<file path="src/rtl/uart_tx.sv">
// UART transmitter: start bit, DATA_WIDTH data bits LSB first, stop bit, then a one-clock done pulse.
// Define UART_TX_PARITY_EN to insert an even-parity bit between the data bits and the stop bit.
module uart_tx #(
    parameter int   CLKS_PER_BIT = 1085,
    parameter int   DATA_WIDTH   = 8,
    parameter logic START_BIT    = 1'b0,
    parameter logic STOP_BIT     = 1'b1
) (
    input  logic                  sysclk,
    input  logic                  rst,
    input  logic                  i_tx,
    input  logic [DATA_WIDTH-1:0] i_tx_byte,
    output logic                  o_tx_serial,
    output logic                  o_tx_d
);

    localparam int CNT_W = $clog2(CLKS_PER_BIT);
    localparam int BIT_W = (DATA_WIDTH > 1) ? $clog2(DATA_WIDTH) : 1;
    localparam logic [CNT_W-1:0] CNT_LAST = CNT_W'(CLKS_PER_BIT - 1);
    localparam logic [BIT_W-1:0] BIT_LAST = BIT_W'(DATA_WIDTH - 1);

`ifdef UART_TX_PARITY_EN
    typedef enum logic [2:0] {IDLE, START, DATA, PARITY, STOP, DONE} state_t;
`else
    typedef enum logic [2:0] {IDLE, START, DATA, STOP, DONE} state_t;
`endif

    state_t                  state_reg,  state_next;
    logic [CNT_W-1:0]        cnt_reg,    cnt_next;
    logic [BIT_W-1:0]        bit_reg,    bit_next;
    logic [DATA_WIDTH-1:0]   shift_reg,  shift_next;
    logic                    serial_reg, serial_next;
    logic                    done_reg,   done_next;
    logic                    bit_end;
`ifdef UART_TX_PARITY_EN
    logic                    parity_reg, parity_next;
`endif

    always_ff @(posedge sysclk or posedge rst) begin
        if (rst) begin
            state_reg  <= IDLE;
            cnt_reg    <= '0;
            bit_reg    <= '0;
            shift_reg  <= '0;
            serial_reg <= STOP_BIT;
            done_reg   <= 1'b0;
`ifdef UART_TX_PARITY_EN
            parity_reg <= 1'b0;
`endif
        end else begin
            state_reg  <= state_next;
            cnt_reg    <= cnt_next;
            bit_reg    <= bit_next;
            shift_reg  <= shift_next;
            serial_reg <= serial_next;
            done_reg   <= done_next;
`ifdef UART_TX_PARITY_EN
            parity_reg <= parity_next;
`endif
        end
    end

    // The counter is reset on entry to each bit, so CNT_LAST marks the final clock of that bit.
    assign bit_end = (cnt_reg == CNT_LAST);

    always_comb begin
        state_next  = state_reg;
        cnt_next    = cnt_reg;
        bit_next    = bit_reg;
        shift_next  = shift_reg;
        serial_next = serial_reg;
        done_next   = 1'b0;
`ifdef UART_TX_PARITY_EN
        parity_next = parity_reg;
`endif
        if (state_reg != IDLE && state_reg != DONE) begin
            cnt_next = bit_end ? '0 : cnt_reg + 1'b1;
        end
        case (state_reg)
            IDLE: begin
                serial_next = STOP_BIT;
                if (i_tx) begin
                    shift_next  = i_tx_byte;
                    serial_next = START_BIT;
                    cnt_next    = '0;
                    bit_next    = '0;
`ifdef UART_TX_PARITY_EN
                    parity_next = ^i_tx_byte;
`endif
                    state_next  = START;
                end
            end
            START: begin
                if (bit_end) begin
                    serial_next = shift_reg[0];
                    state_next  = DATA;
                end
            end
            DATA: begin
                if (bit_end) begin
                    if (bit_reg == BIT_LAST) begin
`ifdef UART_TX_PARITY_EN
                        serial_next = parity_reg;
                        state_next  = PARITY;
`else
                        serial_next = STOP_BIT;
                        state_next  = STOP;
`endif
                    end else begin
                        bit_next    = bit_reg + 1'b1;
                        shift_next  = shift_reg >> 1;
                        serial_next = shift_next[0];
                    end
                end
            end
`ifdef UART_TX_PARITY_EN
            PARITY: begin
                if (bit_end) begin
                    serial_next = STOP_BIT;
                    state_next  = STOP;
                end
            end
`endif
            STOP: begin
                if (bit_end) begin
                    done_next  = 1'b1;
                    state_next = DONE;
                end
            end
            DONE: begin
                serial_next = STOP_BIT;
                state_next  = IDLE;
            end
            default: begin
                serial_next = STOP_BIT;
                state_next  = IDLE;
            end
        endcase
    end

    assign o_tx_serial = serial_reg;
    assign o_tx_d      = done_reg;

endmodule

</file>
<file path="config.mk">
export PLATFORM = sky130hd
export DESIGN_NAME = uart_tx
export DESIGN_NICKNAME = d
export VERILOG_FILES = /design/src/rtl/uart_tx.sv
export SDC_FILE = /design/constraint.sdc
export NUM_CORES = 1
export LEC_CHECK = 0
export BUFFER_PORTS_ARGS = -buffer_cell sky130_fd_sc_hd__buf_4
export CAP_MARGIN = 25
export CORE_MARGIN = 4
export CORE_UTILIZATION = 55
export CTS_BUF_LIST = sky130_fd_sc_hd__clkbuf_4 sky130_fd_sc_hd__clkbuf_8 sky130_fd_sc_hd__clkbuf_16
export DETAILED_ROUTE_END_ITERATION = 10
export PLACE_DENSITY_LB_ADDON = 0.3
export SETUP_SLACK_MARGIN = 0.1
export SLEW_MARGIN = 40
export SYNTH_ARGS = -nofsm -noshare
export SYNTH_HDL_FRONTEND = slang
export SYNTH_SLANG_ARGS = --single-unit
</file>
<file path="constraint.sdc">
create_clock -name sysclk -period 4.6 [get_ports sysclk]
set_input_delay 0.46 -clock sysclk [delete_from_list [all_inputs] [get_ports sysclk]]
set_output_delay 0.46 -clock sysclk [all_outputs]
set_load 0.02 [all_outputs]
</file>
==> results.yml <==
logic_synthesis:
  synth_cells: 133
  synth_cell_types: 31
  synth_nets: 148
  synth_seq_cells: 27
  syn_avg_cell_area_um2: 10.7
  ys.warnings.count: 0
  seq_area_frac_synth_pct: 47.4
  synthesis.area_um2: 1430
sta:
  min_period_over_period_pct: 51.7
  worst_pin_slew_ns: 0.757
  tns_ns: 0
  slew_violations: 0
  fin_worst_skew_ns: 0.00364
  rsz0062_at_grt: "no"
  period_minus_slack_ns: 2.38
  setup_viol: 0
  fmax_mhz: 420
  timing.final.ws_setup_ns: 2.22
  relSlewSlack_pct: 49.2
  final-hold-violation-count: 0
setup_path:
  crit_path_cell_trace: "or4_1 -> or3_1 -> o21ai_1 -> nor2_1"
  required_ns: 4.79
  end_kind: "register"
  slowest_delay_ns: 0.66
  path_class: "reg2reg"
  worstPathMaxFanout: 11
  start_kind: "register"
  crit_arrival_ns: 2.57
  crit_slowest_cell: "o21ai_1"
floorplanning:
  rows: 18
  coreArea_um2: 2480
  initial_utilization_pct: 57.6
  die_y_um: 58.9
  dieWidth_um: 58.9
  io_pins: 13
  dieArea_um2: 3470
placement:
  dp.final_hpwl_mm: 1.73
  finalWeightedCongestion: 0.824
  pre_cts_ws_ns: 2.24
  placed_area_um2: 1510
  io_buffers: 12
grt:
  grt_pass1_wl_mm: 4.31
  grt_max_degree: 28
  grt_use_total_pct: 16.4
  grt_overflow: 0
  antenna_found_initial: 0
  grt_pass1_vias: 971
cts:
  post_cts_buffers: 0
  cts_sinks: 27
  clk_latency_ns: 0.32
  cts_tree: "done"
  ctsHoldBuffers: 0
  cts.clk_slew.worst_paths_ns: 0.14
  root_buffer: "clkbuf_4"
  cts.path.max_buffers: 2
  cts_buffers: 3
  cts_repair_resize_count: 0
  cts_max_level: 1
routing:
  via_count: 976
  drc_errors: 0
  wl_per_cell_um: 13.7
  drt_first_pass_iters: 4
  vias_per_cell: 5.61
  detail-route-antenna-nets: 0
  drt_iter0_drc: 32
  wl_mm: 2.38
power_and_ir_drop:
  power.share.sequential_pct: 58.2
  p_total_uw: 538
  pwr-share-comb_pct: 22.8
  p_sw_uw: 167
  intPower_uw: 371
  pwr-share-clk_pct: 19.0
  p_leak_nw: 0.723
  switching_share_pct: 31.1
  max-vdd-ir-drop_mv: 0.279
  powerDensity_nw_per_um2: 349
worst_hold_path:
  hp-class: "in2async"
cells_and_area:
  largest_reg_flops: 11
  design_area_um2: 1540
  final_core_util_pct: 62.2
  drive_gt1_share_pct: 25.0
  nNetsFinal: 160
  syn2layout_area_growth_pct: 7.89
  insertedDiodeCount: 0
flow_run:
  cap_viol_max_count: 0
outcome:
  status: "complete, no violations"
[worst max-delay path, delay by kind of cell, from the launching register on]
| family | cells | cell delay, ns |
|---|---|---|
| compound gates | 1 | 0.66 |
| simple gates | 3 | 1.15 |
| flops | 1 | 0.44 |
[final timing paths]
kind / from / endpoint / slack (ns) / cells after the start
setup / recovery: cnt_reg[7]$_DFF_PP0_ / cnt_reg[5]$_DFF_PP0_ / 2.22 / 4
hold / removal: rst / cnt_reg[6]$_DFF_PP0_ / 0.16 / 2
setup reg to reg: cnt_reg[7]$_DFF_PP0_ / cnt_reg[5]$_DFF_PP0_ / 2.22 / 4
hold reg to reg: shift_reg[6]$_DFFE_PP0P_ / shift_reg[6]$_DFFE_PP0P_ / 0.53 / 1
max in group asynchronous: rst / o_tx_serial$_DFFE_PP1P_ / 4.07 / 2
min in group sysclk: i_tx_byte[7] / shift_reg[7]$_DFFE_PP0P_ / 0.47 / 3
[Yosys cell counts]
cell type,number,area share [%]
dfrtp_1,26,46
nor2_1,18,4.7
nor3_1,9,3.2
xnor2_1,9,5.5
inv_1,8,2.1
mux2_2,8,6.3
mux2_4,8,8.4
o21ai_0,8,2.8
nand2_1,6,1.6
ha_1,4,3.5
buf_6,3,2.4
nand3_1,3,1.1
and2b_1,2,1.1
o311ai_0,2,1.2
or3_1,2,0.88
or4_1,2,1.1
a21o_1,1,0.53
a21oi_1,1,0.35
a22o_2,1,0.70
a311oi_1,1,0.61
a31o_2,1,0.61
buf_2,1,0.35
clkbuf_1,1,0.26
dfstp_2,1,1.8
nand2b_1,1,0.44
nand3b_1,1,0.53
nand4_1,1,0.44
nor2b_1,1,0.44
nor4_1,1,0.44
o211ai_1,1,0.53
xor2_1,1,0.61
[power groups by stage]
stage	Combinational (mW)	Sequential, mW	Clock [mW]
final	0.123	0.313	0.102
after CTS	0.126	0.313	0.107
after floorplan	0.0933	0.311	0
after detailed placement	0.125	0.317	0
after global routing	0.144	0.320	0.117
after global placement	0.115	0.314	0
[cell usage in the layout (no fill, tap or decap), types with 2 or more instances in the layout]
cell      Yosys  layout
dfrtp_1      26      26
nand3_1       3       3
xnor2_1       9       9
inv_1         8       7
nor3_1        9       9
nor2_1       18      18
ha_1          4       4
or3_1         2       2
o311ai_0      2       2
mux2_4        8       8
nand2_1       6       6
and2b_1       2       2
buf_4         0      12
mux2_2        8       8
o21ai_0       8       7
or4_1         2       2
clkbuf_4      0       3
[stage by stage]
stage / hold slack, ns / cells
2_1_floorplan: 0.476 / 133
3_3_place_gp: 0.490 / 170
3_5_place_dp: 0.490 / 170
4_1_cts: 0.175 / 174
5_1_grt: 0.201 / 174
6_report: 0.162 / 174
[cell type report]
| cell class | instances | area, µm² |
|---|---|---|
| Tap cell | 30 | 37.5 |
| Clock inverter | 1 | 5.00 |
| Inverter | 8 | 30.0 |
| Sequential cell | 27 | 677 |
| Multi-Input combinational cell | 93 | 678 |
| Clock buffer | 3 | 22.5 |
| Timing Repair Buffer | 12 | 90.1 |
| Fill cell | 209 | 937 |
[per-layer routing]
metal  track usage, %  vias up  share of wire (%)
met5                0        -                  0
met4             9.06        0                2.4
met3             1.97        5                3.1
met2             26.2       14                 49
met1             21.5      477                 46
li1                 -      480                  -
[kinds of logic after synthesis]
| family | Yosys count | synth area share, % |
|---|---|---|
| simple gates | 47 | 15.8 |
| flops | 27 | 47.4 |
| compound gates | 16 | 7.36 |
| mux | 16 | 14.7 |
| buf+inv | 13 | 5.08 |
| xor+xnor | 10 | 6.14 |
| fa+ha+maj | 4 | 3.51 |
(Power assumes the default switching activity.)
